File: src/rtl/conv_job_launcher.sv
// conv_job_launcher: Avalon-MM master that programs convController.
// It latches a six-word job descriptor, writes config registers 1..6,
// writes register 0 to start the controller, then polls register 0
// until bit0 (busy) reads back 0. It also stops polling once MAX_POLLS
// busy reads have been seen, unless MAX_POLLS is 0.
//
// Bus handshake (valid/ready): m_read or m_write acts as "valid" together
// with m_address/m_writedata. !m_waitrequest acts as "ready". The master
// holds a command unchanged until a rising edge where m_waitrequest=0;
// that edge is the transfer. For reads, m_readdata is sampled on that edge.
// m_read and m_write are never high together. The bus is idle in IDLE
// and GAP.
//
// state_dbg exposes the FSM state: 0=IDLE 1=CFG 2=GO 3=GAP 4=POLL.
module conv_job_launcher #(
  parameter int POLL_GAP  = 16,
  parameter int MAX_POLLS = 4096,
  parameter int START_GAP = 2
) (
  input  logic        clk,
  input  logic        reset,
  input  logic        job_start,
  input  logic [31:0] job_in_base,
  input  logic [31:0] job_flt_base,
  input  logic [31:0] job_out_base,
  input  logic [31:0] job_depth,
  input  logic [31:0] job_nfilt,
  input  logic [31:0] job_width,
  output logic        job_busy,
  output logic        job_done,
  output logic        job_timeout,
  output logic [2:0]  m_address,
  output logic        m_read,
  output logic        m_write,
  output logic [31:0] m_writedata,
  input  logic [31:0] m_readdata,
  input  logic        m_waitrequest,
  output logic [2:0]  state_dbg
);

  typedef enum logic [2:0] {
    S_IDLE = 3'd0,
    S_CFG  = 3'd1,
    S_GO   = 3'd2,
    S_GAP  = 3'd3,
    S_POLL = 3'd4
  } state_t;

  state_t      state;
  logic [2:0]  idx;
  logic [31:0] gap_cnt;
  logic [31:0] poll_cnt;

  // Job descriptor, frozen for the whole job.
  logic [31:0] d_in_base;
  logic [31:0] d_flt_base;
  logic [31:0] d_out_base;
  logic [31:0] d_depth;
  logic [31:0] d_nfilt;
  logic [31:0] d_width;

  logic [2:0]  next_idx;
  logic [31:0] next_word;
  logic [31:0] poll_next;
  logic        timeout_hit;
  logic        unused_readdata;

  assign state_dbg       = state;
  assign unused_readdata = ^m_readdata[31:1];

  // Select the descriptor word for the next register index.
  // Also compute the saturating poll count and the timeout condition.
  always_comb begin
    next_idx  = idx + 3'd1;
    next_word = 32'd0;
    case (next_idx)
      3'd1:    next_word = d_in_base;
      3'd2:    next_word = d_flt_base;
      3'd3:    next_word = d_out_base;
      3'd4:    next_word = d_depth;
      3'd5:    next_word = d_nfilt;
      3'd6:    next_word = d_width;
      default: next_word = 32'd0;
    endcase
    poll_next   = (poll_cnt == 32'hFFFF_FFFF) ? poll_cnt : poll_cnt + 32'd1;
    timeout_hit = (MAX_POLLS != 0) && (poll_next >= 32'(MAX_POLLS));
  end

  // Launcher FSM. All bus and status outputs are registered here.
  always_ff @(posedge clk or posedge reset) begin
    if (reset) begin
      state       <= S_IDLE;
      idx         <= 3'd0;
      gap_cnt     <= 32'd0;
      poll_cnt    <= 32'd0;
      d_in_base   <= 32'd0;
      d_flt_base  <= 32'd0;
      d_out_base  <= 32'd0;
      d_depth     <= 32'd0;
      d_nfilt     <= 32'd0;
      d_width     <= 32'd0;
      job_busy    <= 1'b0;
      job_done    <= 1'b0;
      job_timeout <= 1'b0;
      m_address   <= 3'd0;
      m_read      <= 1'b0;
      m_write     <= 1'b0;
      m_writedata <= 32'd0;
    end else begin
      job_done    <= 1'b0;
      job_timeout <= 1'b0;
      case (state)
        S_IDLE: begin
          m_read      <= 1'b0;
          m_write     <= 1'b0;
          m_address   <= 3'd0;
          m_writedata <= 32'd0;
          // A start arriving while a done/timeout pulse is visible is dropped.
          if (job_start && !job_done && !job_timeout) begin
            d_in_base   <= job_in_base;
            d_flt_base  <= job_flt_base;
            d_out_base  <= job_out_base;
            d_depth     <= job_depth;
            d_nfilt     <= job_nfilt;
            d_width     <= job_width;
            idx         <= 3'd1;
            poll_cnt    <= 32'd0;
            job_busy    <= 1'b1;
            m_write     <= 1'b1;
            m_address   <= 3'd1;
            m_writedata <= job_in_base;
            state       <= S_CFG;
          end
        end
        S_CFG: begin
          if (!m_waitrequest) begin
            if (idx == 3'd6) begin
              m_address   <= 3'd0;
              m_writedata <= 32'd0;
              state       <= S_GO;
            end else begin
              idx         <= next_idx;
              m_address   <= next_idx;
              m_writedata <= next_word;
            end
          end
        end
        S_GO: begin
          if (!m_waitrequest) begin
            m_write     <= 1'b0;
            m_address   <= 3'd0;
            m_writedata <= 32'd0;
            gap_cnt     <= 32'(START_GAP);
            state       <= S_GAP;
          end
        end
        S_GAP: begin
          if (gap_cnt == 32'd0) begin
            m_read    <= 1'b1;
            m_address <= 3'd0;
            state     <= S_POLL;
          end else begin
            gap_cnt <= gap_cnt - 32'd1;
          end
        end
        S_POLL: begin
          if (!m_waitrequest) begin
            m_read <= 1'b0;
            if (!m_readdata[0]) begin
              job_done <= 1'b1;
              job_busy <= 1'b0;
              state    <= S_IDLE;
            end else begin
              poll_cnt <= poll_next;
              if (timeout_hit) begin
                job_timeout <= 1'b1;
                job_busy    <= 1'b0;
                state       <= S_IDLE;
              end else begin
                gap_cnt <= 32'(POLL_GAP);
                state   <= S_GAP;
              end
            end
          end
        end
        default: begin
          m_read  <= 1'b0;
          m_write <= 1'b0;
          state   <= S_IDLE;
        end
      endcase
    end
  end

endmodule

File: config.mk
export PLATFORM = sky130hd
export DESIGN_NAME = conv_job_launcher
export DESIGN_NICKNAME = d
export VERILOG_FILES = /design/src/rtl/conv_job_launcher.sv
export SDC_FILE = /design/constraint.sdc
export NUM_CORES = 1
export LEC_CHECK = 0
export ABC_AREA = 1
export CAP_MARGIN = 20
export CORE_MARGIN = 2
export CORE_UTILIZATION = 48
export CTS_CLUSTER_DIAMETER = 150
export CTS_CLUSTER_SIZE = 8
export DETAILED_ROUTE_END_ITERATION = 16
export HOLD_SLACK_MARGIN = 0.1
export PLACE_DENSITY_LB_ADDON = 0.25
export SLEW_MARGIN = 30
export SYNTH_ARGS = -nofsm -noshare
export SYNTH_HDL_FRONTEND = slang
export SYNTH_SLANG_ARGS = --single-unit
File: constraint.sdc
create_clock -name clk -period 9.8 [get_ports clk]
set_input_delay 1.96 -clock clk [delete_from_list [all_inputs] [get_ports clk]]
set_output_delay 1.96 -clock clk [all_outputs]
set_load 0.02 [all_outputs]
==> results.cfg <==
[power]
ir_drop_mv = 0.251
power.density_mw_per_mm2 = 314
p_leak_nw = 8.91

[synth]
synthesis.nets = 2211
ys_seq_elements = 302
synth-seq-area-share = 0.506
synth_cells = 1976
mappedNetlistArea_mm2 = 0.0149
synthesis.area_per_instance_um2 = 7.55
post_synth_num_cell_types = 33
yosys_warnings = 0

[route]
drtPass1Iterations = 5
drt_iter0_markers = 1135
wl_per_cell_um = 17.2
viasPerCell = 5.38
num_vias = 13900
drc = 0
drt-total-wl_um = 44500
ant_nets = 0

[sta]
setup_slack_ns = 5.13
timing.setup.tns_ns = 0
setup_viol = 0
drv_slew = 0
rsz0062_at_grt = false
fmax_mhz = 214
max_slew_margin = 0.359
min_period_ns = 4.67
post-route-period-util = 0.476
hold_violations = 0
fin_skew_ns = 0.0159
worst_pin_slew_ns = 0.958

[setup_path]
critPathArrivalTime_ns = 5.03
crit_path_end_kind = register
cpPeakStageDelay_ns = 0.94
cp_slowest_cell = nand2_1
cp.required_ns = 10.16
crit_fanout = 27
crit_chain = clkdlybuf4s50_1, nor2_2, nand2_1, nand2_1, o21ai_0
critical_path_class = input pin to register
crit_path_start_kind = input pin
crit_path_frequent_cell = nand2_1

[cts]
path_clk_slew_ns = 0.05
cts-root-buf = clkbuf_16
cts_tree = done
cts_made_buffers = 43
cts_buffer_depth = 3
cts.repair.resized = 0
htreeDepth = 2
cts_hold_buf = 0
post_cts_buffers = 0
clkLatencyLatePin_ns = 0.54
cts.sink_count = 302

[placed_design]
portBuffers = 239
hpwl_um = 30300
pre_cts_slack_ns = 4.48
post_dp_cell_area_mm2 = 0.0177
gp_routability_congestion = 0.931

[grt]
grt_pass1_wl_um = 71500
grt-ovfl-total = 0
gr-usage-all-layers = 0.272
grt_pass1_vias = 13600
antenna_found_initial = 5
grt_start_max_net_pins = 118

[hold_path]
holdCritPathClass = register to register

[cells_and_area]
num-nets-final = 2418
drive_gt1_frac = 0.0449
syn_to_final_growth_pct = 26.6
fin_area_mm2 = 0.0189
final_common_cell = nand2_1
final_cell_mix = nand2_1 (784), dfrtp_1 (302), clkdlybuf4s50_1 (239)

[flow_run]
drv_cap = 0

[floorplan]
die_area_mm2 = 0.0325
ios = 271
fp.dieW_um = 180
fp.dieH_um = 180
rows = 64
start_util = 0.488
core_area_mm2 = 0.0306

[status]
status = finished clean
==> flip-flops by register name, indices dropped and copies added, names as in the netlist <==
register and cells:
d_depth 32, d_flt_base 32, d_in_base 32, d_nfilt 32, d_out_base 32, d_width 32
gap_cnt 32, idx 3, job_busy 1, job_done 1, job_timeout 1, m_address 3
m_read 1, m_write 1, m_writedata 32, poll_cnt 32, state_dbg 3
==> critical path: cells and delay by family <==
kind / cells / cell delay, ns
AND/OR/NAND/NOR: 3 / 2.34
AO/OA/AOI/OAI: 1 / 0.19
buffers and inverters: 1 / 0.53
==> per-stage QoR <==
step / hold slack [ns] / power (W) / util / cells
floorplan: 0.442 / 0.00370 / - / 1976
CTS: 0.470 / 0.00593 / 0.616 / 2580
global placement: 0.453 / 0.00445 / 0.574 / 2528
finish: 0.466 / 0.00593 / 0.618 / 2586
detailed placement: 0.458 / 0.00460 / 0.579 / 2533
global route: 0.481 / 0.00636 / 0.618 / 2586
==> area by class of cell <==
type                            instances  area (µm²)
Clock inverter                          3        52.6
Clock buffer                           44        1090
Multi-Input combinational cell       1412        6390
Fill cell                            2744       11700
Antenna cell                            5        12.5
Timing Repair Buffer                  257        2660
Tap cell                              396         495
Sequential cell                       302        7560
Inverter                              167         633
==> where the power goes <==
part | switching [W] | leakage, nW | internal [W]
registers | 0.000272 | 3.84 | 0.00177
logic | 0.00167 | 4.51 | 0.000909
clock network | 0.000527 | 0.561 | 0.000783
total | 0.00246 | 8.91 | 0.00346
==> kinds of logic after synthesis <==
logic type / after synthesis / share of synthesized area
and+or+nand+nor: 1124 / 0.303
buffers and inverters: 262 / 0.0683
AOI/OAI and AO/OA: 248 / 0.0975
xor gates and xnor gates: 33 / 0.0194
DFF: 302 / 0.506
adders and majority gates: 7 / 0.00587
==> worst paths after layout <==
path                                                 from                          to  slack [ns]  depth (start not counted)
worst min register to register  d_in_base[11]$_DFFE_PP0P_   d_in_base[11]$_DFFE_PP0P_        0.47                          2
worst max register to register   state_dbg[1]$_DFFE_PP0P_    poll_cnt[15]$_DFFE_PP0P_        5.92                          8
worst min-delay path            d_in_base[11]$_DFFE_PP0P_   d_in_base[11]$_DFFE_PP0P_        0.47                          2
min in group asynchronous                           reset   d_in_base[29]$_DFFE_PP0P_        1.94                          2
max in group asynchronous                           reset  d_out_base[18]$_DFFE_PP0P_        6.61                          3
worst max-delay path                        m_waitrequest    poll_cnt[15]$_DFFE_PP0P_        5.13                          5
==> layer usage <==
layer | wire length (µm) | vias to the layer above | GRT usage
li1 | - | 6713 | -
met1 | 19500 | 6606 | 0.375
met2 | 20700 | 528 | 0.431
met3 | 3090 | 72 | 0.0501
met4 | 1270 | 0 | 0.0968
met5 | 0 | - | 0
==> cell usage after synthesis <==
master     instances  area [µm²]
buf_4              3        22.5
buf_1              6        22.5
nor2_4             3        33.8
nand4_1           13        81.3
nand3_1          114         571
a221oi_1           7        61.3
o21ai_0          138         691
o22ai_1           31         194
nand2_4            2        22.5
inv_2              2        7.51
o21ai_1            1        5.00
xnor2_1            4        35.0
nor3_1            16        80.1
xor2_1            29         254
ha_1               7        87.6
o32ai_1            4        35.0
or2_2              4        25.0
nand2_1          786        2950
nand2_2            3        18.8
nor4_1             6        37.5
nor2_2            10        62.6
clkbuf_1          81         304
a31oi_1           32         200
dfrtp_1          302        7560
nor3b_1            1        7.51
o2111ai_1         24         210
buf_6              3        33.8
a21oi_2            1        8.76
nor2_1           165         619
inv_1            165         619
buf_2              2        10.0
nand3b_1           1        7.51
a21oi_1           10        50.1
No activity file was read; power rests on OpenSTA's default activity.
